$ cat src/rtl/matrix_pkg.sv
// Shared sizes, scan FSM state encoding and a column one-hot helper for matrix_col_scan.
// Latency: none, definitions only.
// Backpressure: none.
package matrix_pkg;

  localparam int N_COLS  = 5;
  localparam int N_ROWS  = 7;
  localparam int FRAME_W = 35;
  localparam int COL_W   = 3;

  localparam logic [COL_W-1:0] LAST_COL = COL_W'(N_COLS - 1);

  // BLANK is only reachable when SCAN_BLANK_EN is defined.
  typedef enum logic [1:0] {
    IDLE,
    LOAD,
    BLANK,
    SCAN
  } state_t;

  function automatic logic [N_COLS-1:0] onehot_col(input logic [COL_W-1:0] c);
    return N_COLS'(1) << c;
  endfunction

endpackage

$ cat src/rtl/matrix_col_scan_tick_gen.sv
// Column dwell prescaler: tick is high in the last of every CLK_DIV cycles.
// Latency: tick is decoded combinationally from the registered count.
// Backpressure: none; clr holds the count at 0.
module tick_gen #(
  parameter int CLK_DIV = 50000
) (
  input  logic clk,
  input  logic rst,
  input  logic clr,
  output logic tick
);

  localparam int CW = (CLK_DIV > 1) ? $clog2(CLK_DIV) : 1;
  localparam logic [CW-1:0] LAST = CW'(CLK_DIV - 1);

  logic [CW-1:0] cnt;

  assign tick = (cnt == LAST);

  // Explicit wrap at CLK_DIV-1 so non-power-of-two dividers never overflow.
  always_ff @(posedge clk) begin
    if (rst || clr) begin
      cnt <= '0;
    end else if (tick) begin
      cnt <= '0;
    end else begin
      cnt <= cnt + 1'b1;
    end
  end

endmodule

$ cat src/rtl/matrix_col_scan.sv
// Time-multiplexes a 35-pixel frame onto a 5x7 LED matrix, one column per CLK_DIV cycles.
// Latency: all outputs registered; frame sampled in LOAD, shown from the following column 0.
// Backpressure: none; en=0 blanks the display next cycle. SCAN_BLANK_EN adds a dark cycle before each column.
module matrix_col_scan
  import matrix_pkg::*;
#(
  parameter int CLK_DIV        = 50000,
  parameter int COL_ACTIVE_LOW = 1,
  parameter int ROW_ACTIVE_LOW = 0
) (
  input  logic               clk,
  input  logic               rst,
  input  logic               en,
  input  logic [FRAME_W-1:0] frame_in,
  output logic [N_COLS-1:0]  col_drv,
  output logic [N_ROWS-1:0]  row_drv,
  output logic [COL_W-1:0]   scan_col,
  output logic               pass_done
);

  localparam logic [N_COLS-1:0] COL_OFF = (COL_ACTIVE_LOW != 0) ? '1 : '0;
  localparam logic [N_ROWS-1:0] ROW_OFF = (ROW_ACTIVE_LOW != 0) ? '1 : '0;

  state_t             state;
  logic [COL_W-1:0]   col_idx;
  logic [FRAME_W-1:0] frame_q;
  logic               tick;
  logic               scan_clr;

  function automatic logic [N_COLS-1:0] col_on(input logic [COL_W-1:0] c);
    logic [N_COLS-1:0] m;
    m = onehot_col(c);
    return (COL_ACTIVE_LOW != 0) ? ~m : m;
  endfunction

  function automatic logic [N_ROWS-1:0] row_on(input logic [FRAME_W-1:0] f,
                                               input logic [COL_W-1:0]   c);
    logic [N_ROWS-1:0] r;
    r = f[c*N_ROWS +: N_ROWS];
    return (ROW_ACTIVE_LOW != 0) ? ~r : r;
  endfunction

  // Prescaler only runs while a column is actually being displayed.
  assign scan_clr = (state != SCAN) || !en;

  tick_gen #(
    .CLK_DIV (CLK_DIV)
  ) u_tick_gen (
    .clk  (clk),
    .rst  (rst),
    .clr  (scan_clr),
    .tick (tick)
  );

  always_ff @(posedge clk) begin
    if (rst) begin
      state     <= IDLE;
      col_idx   <= '0;
      frame_q   <= '0;
      col_drv   <= COL_OFF;
      row_drv   <= ROW_OFF;
      scan_col  <= '0;
      pass_done <= 1'b0;
    end else begin
      pass_done <= 1'b0;
      col_drv   <= COL_OFF;
      row_drv   <= ROW_OFF;
      if (!en) begin
        state    <= IDLE;
        col_idx  <= '0;
        scan_col <= '0;
      end else begin
        case (state)
          IDLE: begin
            state    <= LOAD;
            col_idx  <= '0;
            scan_col <= '0;
          end
          LOAD: begin
            frame_q  <= frame_in;
            col_idx  <= '0;
            scan_col <= '0;
`ifdef SCAN_BLANK_EN
            state    <= BLANK;
`else
            state    <= SCAN;
            col_drv  <= col_on('0);
            row_drv  <= row_on(frame_in, '0);
`endif
          end
          BLANK: begin
            state    <= SCAN;
            col_drv  <= col_on(col_idx);
            row_drv  <= row_on(frame_q, col_idx);
            scan_col <= col_idx;
          end
          SCAN: begin
            if (!tick) begin
              col_drv  <= col_on(col_idx);
              row_drv  <= row_on(frame_q, col_idx);
              scan_col <= col_idx;
            end else if (col_idx == LAST_COL) begin
              state     <= LOAD;
              col_idx   <= '0;
              scan_col  <= '0;
              pass_done <= 1'b1;
            end else begin
              col_idx  <= col_idx + 1'b1;
              scan_col <= col_idx + 1'b1;
`ifdef SCAN_BLANK_EN
              state    <= BLANK;
`else
              col_drv  <= col_on(col_idx + 1'b1);
              row_drv  <= row_on(frame_q, col_idx + 1'b1);
`endif
            end
          end
          default: begin
            state    <= IDLE;
            col_idx  <= '0;
            scan_col <= '0;
          end
        endcase
      end
    end
  end

endmodule

$ cat config.mk
export PLATFORM = sky130hd
export DESIGN_NAME = matrix_col_scan
export DESIGN_NICKNAME = d
export VERILOG_FILES = /design/src/rtl/matrix_pkg.sv /design/src/rtl/matrix_col_scan_tick_gen.sv /design/src/rtl/matrix_col_scan.sv
export SDC_FILE = /design/constraint.sdc
export NUM_CORES = 1
export LEC_CHECK = 0
export CAP_MARGIN = 5
export CORE_MARGIN = 5
export CORE_UTILIZATION = 49
export DETAILED_ROUTE_END_ITERATION = 10
export PLACE_DENSITY = 0.75
export SETUP_SLACK_MARGIN = 0.05
export SYNTH_ARGS = -nofsm -noshare
export SYNTH_HDL_FRONTEND = slang
export SYNTH_SLANG_ARGS = --single-unit
$ cat constraint.sdc
create_clock -name clk -period 2.7 [get_ports clk]
set_clock_uncertainty 0.2 [all_clocks]
set_input_delay 0.405 -clock clk [delete_from_list [all_inputs] [get_ports clk]]
set_output_delay 0.405 -clock clk [all_outputs]
set_load 0.1 [all_outputs]
## Word level (Yosys, flattened, before mapping)

Cells that the tools add are included.

- Add/subtract/negate cells: 2
- $mul: 2
- Equal/unequal tests: 8
- Shift operators: 4
- Multiplexer cells: 14
- Bitwise gates (word level): 5
- Reduce and logical (&&, ||, !) cells: 12

Operators with widths:

| cell | number |
|---|---|
| $shiftx A35 B7 Y7 | 2 |
| $pmux W7 S3 | 1 |
| $add A16 B1 Y16 const B | 1 |
| $eq A16 B16 Y1 const B | 1 |
| $pmux W5 S3 | 1 |
| $mux W7 | 2 |
| $mul A3 B3 Y6 const B | 2 |
| $mux W5 | 2 |
| $not A5 Y5 | 2 |
| $shl A1 B3 Y5 const A | 2 |
| $pmux W3 S3 | 1 |
| $reduce_or A2 Y1 | 4 |
| $mux W3 | 2 |
| $ne A2 B2 Y1 const B | 3 |
| $pmux W2 S3 | 1 |
| $pmux W3 S2 | 1 |
| $eq A2 B2 Y1 const B | 2 |
| $mux W2 | 2 |
| $reduce_and A2 Y1 | 2 |
| $reduce_or A4 Y1 | 1 |
| $add A3 B1 Y3 const B | 1 |
| $eq A3 B3 Y1 const B | 1 |
| $not A1 Y1 | 3 |
| $eq A2 B1 Y1 const B | 1 |
| 5 further kinds | 6 |

- Register bits: 72
- Bits of input ports: 38
- Output and inout port bits: 16
- Logic and storage cells: 55

## Depth between registers and ports, before layout

- Depth after elaboration: 6
- Depth in mapped cells: 9
- Depth with buffers taken out: 7

## Cells and area by module

From an unflattened synthesis, not the netlist that was laid out.

- Cells, all modules: 433
- Area, all modules: 3638.5 um^2

By module, submodules not included:

| module | instances | cells each | area an instance (um^2) | seq. area each (um^2) |
|---|---|---|---|---|
| matrix_col_scan | 1 | 353 | 2917.8 | 1121.1 |
| tick_gen | 1 | 80 | 720.7 | 320.3 |

## Least setup slack after synthesis

Ideal clock, no wire load.

- Path kind: flip-flop to flip-flop
- Start point: register col_idx[0]
- End point: register row_drv[0]
- Setup time: 0.126 ns
- Arrival time: 2.446 ns
- Required time: 2.374 ns
- Slack: -0.073 ns
- Cell stages (with the launch flop): 10
- Buffers on the path: 2
- Cells stage by stage: dfxtp_1 -> buf_1 -> inv_1 -> ha_1 -> buf_1 -> mux2i_1 -> nor2_1 -> a221o_1 -> a222oi_1 -> nor2_1

- Longest elaborated chain between the ends: 6
- Elaborated cells on any way between the ends: 9

Ends and longest elaborated chain:

| what | RTL line | text |
|---|---|---|
| from (decl) | matrix_col_scan.sv:25 | `logic [COL_W-1:0] col_idx;` |
| from (signal assigned) | matrix_col_scan.sv:108 | `col_idx <= col_idx + 1'b1;` |
| $add A3 B1 Y3 | matrix_col_scan.sv:114 | `row_drv <= row_on(frame_q, col_idx + 1'b1);` |
| $mul A3 B3 Y6 | matrix_col_scan.sv:39 | `r = f[c*N_ROWS +: N_ROWS];` |
| $shiftx A35 B7 Y7 | matrix_col_scan.sv:39 |  |
| $mux W7 | matrix_col_scan.sv:102 | `end else if (col_idx == LAST_COL) begin` |
| $mux W7 | matrix_col_scan.sv:98 | `if (!tick) begin` |
| $pmux W7 S3 (*) | matrix_col_scan.sv:73 | `case (state)` |
| to (signal assigned) | matrix_col_scan.sv:94 | `row_drv <= row_on(frame_q, col_idx);` |
| to (signal assigned) | matrix_col_scan.sv:100 | `row_drv <= row_on(frame_q, col_idx);` |
| to (signal assigned) | matrix_col_scan.sv:114 |  |
| to (decl) | matrix_col_scan.sv:16 | `output logic [N_ROWS-1:0] row_drv,` |

Every way passes the cells marked *; elsewhere a longest branch is shown, timed or not.
A chain may end at the register's enable or synchronous reset.

## Worst setup path in the final report

Same ends and word-level chain as after synthesis.

==> impl_results.md <==
- Slew HR: 0.663
- Final std cells w/o fill: 574
- Die width: 94.5 um
- Leakage: 1.54 nW
- PortBufs: 53
- Largest net degree at the start of global routing: 36
- Peak supply drop: 0.301 mV
- Max_cap viols: 0
- RSZ-0062 raised after global routing: no
- Hold slack: 0.269 ns
- Max Slew Vio Count: 0
- DRT Pass-1 Iters: 5
- Initial DRC count: 143
- #FFs+latches synth: 72
- WL final: 8570 um
- Diode count: 0
- Pwr dens: 507 nW/um2
- Area grow syn2layout: 24.0%
- FFs w/ async S/R, synth: 0
- Post-Syn Nets: 472
- CP Capture Type: flip-flop
- I/O Pins: 54
- Die area: 8920 um2
- Layout net count: 524
- CTS Hold Bufs: 0
- Post-synth top area cell: dfxtp_1
- TritonCTS Buffers: 9
- Worst skew pair latency: 0.35 ns
- Die Y: 94.5 um
- Worst hold path type: flip-flop to flip-flop
- Share of Yosys cell area claimed by the top area cell type: 0.412
- Inst Count DP: 558
- Total GRT Usage: 0.202
- Via count: 3142
- Clk pin slew, worst setup/hold paths: 0.07 ns
- Crit path max fanout: 8
- Status: finished, final reports clean
- Setup violations, final: 0
- Vias in the first global route: 3046
- Fillers: 631
- Clock tree buffer depth: 2
- Yosys warning total: 0
- Design area: 4330 um2
- Synth cell count leaders: nand2_1 (86), dfxtp_1 (72), a21oi_1 (44)
- Critical Path RT: 2.73 ns
- Synthesized area: 3500 um2
- H-tree Lvls: 3
- Final hold violation count: 0
- Post-Synthesis Cells: 422
- Most frequent cell after synthesis: nand2_1
- Sequential share of the synthesized area: 0.412
- Num Clock Sinks: 72
- Row count: 30
- Post-DP HPWL: 6220 um
- Synth area leaders: dfxtp_1 (41%), nand2_1 (9.2%), a21oi_1 (6.3%)
- EDFF count, synth: 0
- Netlist cell types: 48
- Final period util: 0.899
- Number of antenna violations at the first check in global routing: 0
- Congestion Overflow GR: 0
- Placer Congestion: 0.884
- TritonCTS clock tree: built
- CORE AREA: 6870 um2
- Worst setup path class: flip-flop to flip-flop
- Startpoint Class: flip-flop
- TNS Setup: 0 ns
- Layout cells sized above 1: 0.136
- R2r setup slk: 0.27 ns
- Global-route wire length before repair: 14200 um
- CTS resizes: 0
- Dpl cell area: 4120 um2
- Avg WL per Cell: 14.9 um
- Worst-Margin Slew: 0.505 ns
- Antenna-violating nets left: 0
- Ys flop type: dfxtp_1
- Arrival @ worst endpoint: 2.46 ns
- Via-per-instance ratio: 5.47
- Fmax: 0.412 GHz
- Avg Inst Size Synth: 8.28 um2
- Initial Utilization: 0.509
- Tmin final: 2.43 ns
- Root Driver: clkbuf_8
- DRC Markers: 0
==> cell type report <==
| type | instances | area, um2 | share of cell area |
|---|---|---|---|
| multi-input combinational | 310 | 1890 | 0.436 |
| sequential | 72 | 1440 | 0.333 |
| timing repair buffer | 70 | 631 | 0.145 |
| clock buffer | 9 | 124 | 0.0286 |
| tap | 96 | 120 | 0.0277 |
| clock inverter | 6 | 85.1 | 0.0196 |
| inverter | 11 | 41.3 | 0.00953 |
==> repair_timing <==
action | CTS | global route
endpoints found under the setup margin | 0 | 3
hold endpoints to repair | 0 | 0
setup buffers | 0 | 1
==> metrics by stage <==
stage | setup WS, ns | power (mW) | util
3_3_place_gp | 0.342 | 1.31 | 0.599
5_1_grt | 0.174 | 2.28 | 0.631
6_report | 0.273 | 2.20 | 0.631
3_5_place_dp | 0.275 | 1.31 | 0.599
2_1_floorplan | 0.110 | 1.22 | -
4_1_cts | 0.262 | 2.21 | 0.630
==> registers in the layout, summed over array words and instances (netlist names) <==
register,count
u_tick_gen.cnt,16
scan_col,3
col_idx,3
frame_q,35
state,2
pass_done,1
col_drv,5
row_drv,7
==> path summary, 6_finish.rpt <==
path	startpoint	to	cells after the start
worst max-delay path	col_idx[0]	row_drv[0]	6
worst min register to register	u_tick_gen.cnt[0]	u_tick_gen.cnt[0]	1
worst max register to register	col_idx[0]	row_drv[0]	6
worst min-delay path	u_tick_gen.cnt[0]	u_tick_gen.cnt[0]	1
==> layer usage <==
metal	up-vias	wire length (um)	share of wire	track usage
met5	-	0	0	0
met4	0	134	0.016	0.0925
met3	14	477	0.056	0.0430
met2	104	4220	0.49	0.339
met1	1460	3740	0.44	0.248
li1	1564	-	-	-
==> worst max-delay path: stages (launching register included) <==
cell and delay (ns):
dfxtp_1 0.39, inv_1 0.14, ha_1 0.51, and3_1 0.36
a221o_1 0.39, a222oi_1 0.25, nor2_1 0.07
==> power breakdown <==
group	total (mW)	internal (mW)	switching, mW	leakage, nW
Clock	0.910	0.511	0.399	0.101
Sequential	1.10	1.08	0.0181	0.583
Combinational	0.185	0.0899	0.0951	0.854
Total	2.20	1.69	0.512	1.54
==> placed cells by master, fill, tap and decap left out, drive strengths merged, types with 2 or more instances in the layout <==
| master | n |
|---|---|
| or4b | 2 |
| o211ai | 6 |
| nor2b | 2 |
| nor3 | 4 |
| o22ai | 5 |
| a31oi | 5 |
| or4 | 2 |
| nor2 | 34 |
| bufinv | 2 |
| and3 | 3 |
| clkbuf | 9 |
| clkdlybuf4s50 | 37 |
| clkinv | 2 |
| clkinvlp | 2 |
| a22oi | 7 |
| xor2 | 8 |
| or3 | 2 |
| nand3 | 7 |
| a31o | 3 |
| nand4 | 4 |
| nand2 | 86 |
| dfxtp | 72 |
| buf | 33 |
| inv | 11 |
| mux2 | 6 |
| or2 | 2 |
| a221o | 5 |
| a21oi | 46 |
| xnor2 | 6 |
| ha | 12 |
| mux2i | 22 |
| nand2b | 6 |
| o21ai | 12 |
| o31ai | 2 |
==> cells by family after synthesis <==
group                      Yosys count  share of synthesized area
and+or+nand+nor                    158                      0.202
AOI/OAI and AO/OA                   97                      0.172
DFF                                 72                      0.412
buffers and inverters               40                     0.0465
muxes                               29                     0.0888
xor gates and xnor gates            14                     0.0351
adders and majority gates           12                     0.0429
Power figures use the tool's default switching activity.
==> variant 1: new RTL, same flow settings <==
Add a define of `SCAN_BLANK_EN`.
--- a/src/rtl/matrix_col_scan.sv
+++ b/src/rtl/matrix_col_scan.sv
@@ -2,4 +2,6 @@
 // Latency: all outputs registered; frame sampled in LOAD, shown from the following column 0.
 // Backpressure: none; en=0 blanks the display next cycle. SCAN_BLANK_EN adds a dark cycle before each column.
+`define SCAN_BLANK_EN
+
 module matrix_col_scan
   import matrix_pkg::*;
Function: changed (a bounded check fails within 4 cycles, from zero or initial values and one cycle with rst high).
==> variant 1 against the original RTL <==
- sequential share of layout area increased by 6.0 points
- synthesized cell count shrank 22%
- utilization shrank 0.37 points
- total power down 3.1%
- sequential cell count stayed put
- clock power increased by 1%
- area after synthesis down 17%
- routed wire length shrank 29%
- critical path depth shrank 2
- worst setup slack improved by 0.27 ns
- final area down 15%
==> variant 1: results (changes against the original RTL) <==
| Metric | Value |
|---|---|
| Placement Setup Slack | `0.5499 ns (+0.2749 ns)` |
| DR vias/cell | `5.065 (-7.5%)` |
| Gp weighted congestion | `0.7938 (-10%)` |
| Static leakage | `0.001227 uW (-20%)` |
| Clock buffer count | `10 (+1)` |
| Compound-gate portion of the synthesized area | `7.772% (-9.4 points)` |
| Slowest cell delay on critical path | `0.58 ns (+0.07 ns)` |
| Max IR drop VDD | `0.3557 mV (+18%)` |
| Signal buffers | `58 (-17%)` |
| Xor and xnor area share after synthesis | `4.208% (+0.70 points)` |
| Status | `finished clean` |
| Worst R2R Setup Slack | `0.54 ns (+0.27 ns)` |
| Placed inst area | `3451 um2 (-16%)` |
| Non-filler cells, final | `459 (-20%)` |
| Fin nets | `424 (-19%)` |
| Critical Path AT | `2.18 ns (-0.28 ns)` |
| WHS | `0.2553 ns (-0.01367 ns)` |
| HP Start | `frame_q[8]` |
| Hpwl dp | `4242 um (-32%)` |
| Worst R2R End | `row_drv[2]` |
| Final non-clock buffer share | `14.39% (-0.16 points)` |
| Hold worst-path end | `frame_q[8]` |
| Post-synthesis adder-cell area fraction | `2.576% (-1.7 points)` |
| Clock buf/inv share | `5.967% (+1.1 points)` |
| Reg2reg path depth | `4 (-2)` |
| Placed cells | `444 (-20%)` |
| Logic inverters | `8 (-3)` |
| Drt initial violations | `98 (-31%)` |
| Critical Path Slowest Stage Cell | `or4b_4` |
| First-pass GRT wire length | `10,230 um (-28%)` |
| Synthesized net count | `372 (-21%)` |
==> variant 1: changes by cell type in the layout (fill, tap and decap cells not counted), moves of 7 or more <==
| cell | unedited run | this run |
|---|---|---|
| buf_4 | 32 | 21 |
| nor2_2 | 0 | 9 |
| o21ai_0 | 12 | 0 |
| a22oi_1 | 7 | 0 |
| mux2i_1 | 22 | 3 |
| nor2_1 | 34 | 20 |
==> variant 1: cells by family (layout without fill, tap and decap cells) <==
family / Yosys count / after routing
compound gates: 44 / 44
xor+xnor: 14 / 14
flops: 72 / 72
buf+inv: 25 / 81
fa+ha+maj: 6 / 6
mux: 10 / 10
simple gates: 157 / 157
==> variant 1: per-layer routing <==
| layer | GRT usage, % | vias up | share of wire, % |
|---|---|---|---|
| met5 | 0 | - | 0 |
| met2 | 28.36 | 54 | 48 |
| met3 | 3.406 | 7 | 4.5 |
| met1 | 21.20 | 1068 | 46 |
| li1 | - | 1196 | - |
| met4 | 8.787 | 0 | 1.6 |
==> variant 1: power by group <==
| group | switching (uW) | internal (uW) | leakage, uW |
|---|---|---|---|
| Clock | 383 | 540 | 0.000108 |
| Sequential | 10.1 | 1080 | 0.000582 |
| Combinational | 49.3 | 68.0 | 0.000536 |
| Total | 442 | 1690 | 0.00123 |
==> variant 1: worst max-delay path by stage <==
| stage | from | endpoint | slack, ns | depth (start not counted) |
|---|---|---|---|---|
| after global placement | u_tick_gen.cnt[4] | state[1] | 0.60 | 4 |
| after global routing | u_tick_gen.cnt[0] | u_tick_gen.cnt[15] | 0.43 | 5 |
| after floorplan | u_tick_gen.cnt[4] | u_tick_gen.cnt[10] | 0.75 | 5 |
| after CTS | u_tick_gen.cnt[4] | state[1] | 0.54 | 4 |
| final | u_tick_gen.cnt[4] | row_drv[2] | 0.54 | 4 |
| after detailed placement | rst | col_drv[2] | 0.55 | 5 |
==> variant 2: new RTL, same settings <==
Made on the original files. Make the reset (`rst`) asynchronous in one clocked block.
--- a/src/rtl/matrix_col_scan.sv
+++ b/src/rtl/matrix_col_scan.sv
@@ -53,5 +53,5 @@
   );
 
-  always_ff @(posedge clk) begin
+  always_ff @(posedge clk or posedge rst) begin
     if (rst) begin
       state     <= IDLE;
Function: differs if rst is asserted again (counterexample within 4 cycles, from zero or initial values and one cycle with rst high); with rst held inactive, the same outputs for 10 cycles.
==> variant 2 against the original RTL <==
- area after synthesis grew 7.1%
- via count shrank 8.6%
- final area grew 5.1%
- worst setup slack lost 0.077 ns
- hold slack lost 0.050 ns
- critical path type unchanged
- routed wire length shrank 0.81%
- sequential cell count is the same
Power is not compared: it rests on default switching activity, and its combinational part moved more than twofold at a synthesized area within 25%.
==> variant 2: results (changes against the original RTL) <==
| Metric | Value |
|---|---|
| Status | `finished clean` |
| Static leakage | `0.001820 uW` |
| Worst min path class | `in -> async` |
| Pre-Repair DR Iteration Count | `4 (-1)` |
| Share of flip-flops with an asynchronous set or reset | `77.78% (+78 points)` |
| Grt total ovfl | `0 (unchanged)` |
| Layout cells sized above 1 | `23.23% (+9.6 points)` |
| Clock Pin Slew Worst Setup and Hold Paths | `0.08 ns` |
| Remaining DRCs | `0 (unchanged)` |
| Seq/Total Area, Yosys | `46.16% (+4.9 points)` |
| Fin nets | `453 (-14%)` |
| Critical Path AT | `2.53 ns (+0.07 ns)` |
| Hpwl dp | `5987 um (-3.7%)` |
| WL/cell | `16.73 um (+12%)` |
| H-tree depth | `3 (unchanged)` |
| Gr usage total | `18.45% (-1.8 points)` |
| CTS buffer count | `9 (unchanged)` |
| First-pass GRT wire length | `14,250 um (about the same)` |
| Largest regs | `frame_q: 35 flops, u_tick_gen.cnt: 16 flops, row_drv: 7 flops` |
| Slowest cell delay on critical path | `0.68 ns (+0.17 ns)` |
| Post-route setup TNS | `0 ns (unchanged)` |
| Clock buffer depth | `2 (unchanged)` |
| Slew headroom | `62.12% (-4.2 points)` |
| Drt initial violations | `187 (+31%)` |
| Setup repair bufs after CTS | `0 (unchanged)` |
| Routed WL | `8498 um (-0.81%)` |
| Worst-path maximum fanout | `14 (+6)` |
| Synth warnings | `0 (unchanged)` |
| Port Buf Inserts | `53 (unchanged)` |
| # diodes | `0 (unchanged)` |
| Worst-skew pair later-pin latency | `0.34 ns` |
| Prevailing post-synth register cell | `dfrtp_1` |
| Max IR drop VDD | `0.3168 mV` |
| Post-cts resize count | `0 (unchanged)` |
| Critical Path Slowest Stage Cell | `or4_4` |
| Cells after Synth | `351 (-17%)` |
| Gp weighted congestion | `0.9060 (+2.5%)` |
| Top cells by area, synth | `dfrtp_1 (34%), mux2_2 (12%), dfxtp_1 (8.6%)` |
| Largest net degree at the start of global routing | `45 (+25%)` |
| Commonest cells post-synth | `dfrtp_1 (51), mux2_2 (41), nor2_1 (28), nand2_1 (26), o21ai_0 (19)` |
| Distinct cell type count after synthesis | `54 (+13%)` |
| Placed cells | `492 (-12%)` |
| Initial antenna violation count | `0 (unchanged)` |
| Root buffer cell | `clkbuf_8` |
| Total number of vias | `2,873 (-8.6%)` |
| Synthesized net count | `400 (-15%)` |
| Placement Setup Slack | `0.2021 ns (-0.07281 ns)` |
[variant 2: cell count changes in the layout (fill, tap and decap cells not counted), sizes merged, moves of 7 or more]
cell   delta
mux2     +36
dfxtp    -56
o21ai     +7
dfrtp    +51
buf       -7
nand2    -60
a21oi    -35
[variant 2: cells by family after synthesis]
group	share of synthesized area, %
mux	18.75
flops	46.16
compound gates	11.76
simple gates	13.17
xor+xnor	3.275
fa+ha+maj	3.676
buf+inv	3.208
[variant 2: final timing paths]
check / startpoint / slack [ns] / depth (start not counted) / to
worst min-delay path: rst / 0.22 / 3 / state[1]
worst max-delay path: u_tick_gen.cnt[5] / 0.20 / 5 / row_drv[5]
worst min register to register: u_tick_gen.cnt[0] / 0.27 / 1 / u_tick_gen.cnt[0]
max in group asynchronous: rst / 1.51 / 3 / frame_q[33]
worst max register to register: u_tick_gen.cnt[5] / 0.20 / 5 / row_drv[5]
min in group clk: u_tick_gen.cnt[0] / 0.27 / 1 / u_tick_gen.cnt[0]
[variant 2: stage by stage]
stage          power (uW)  area (um2)  hold WS (ns)
3_3_place_gp         1990        4357        0.2431
4_1_cts              2893        4556        0.2206
6_report             2875        4556        0.2191
3_5_place_dp         2021        4357        0.2507
2_1_floorplan        1817        3755        0.2259
5_1_grt              3004        4556        0.2438
[variant 2: metal layers]
layer,vias up,GRT usage [%],wire (um)
met5,-,0,0
met4,0,8.626,235
met3,18,3.015,388
met2,96,28.73,3961
met1,1387,25.14,3913
li1,1372,-,-
[variant 2: final cells by class]
class	instances	area (um2)
Fill cell	566	2775
Multi-Input combinational cell	251	1901
Sequential cell	72	1728
Timing Repair Buffer	63	578.1
Clock buffer	13	158.9
Tap cell	99	123.9
Clock inverter	3	40.04
Inverter	7	26.28
[variant 2: worst max-delay path: cells and delay by family, from the launching register on]
family	cells	cell delay [ns]
flops	1	0.34
compound gates	3	0.61
simple gates	2	1.24
[variant 2: power breakdown]
part | total [uW] | switching, uW | leakage (uW) | internal [uW]
logic | 634 | 326 | 0.000906 | 309
registers | 1370 | 128 | 0.000811 | 1240
clock network | 873 | 397 | 0.000103 | 476
total | 2880 | 851 | 0.00182 | 2020
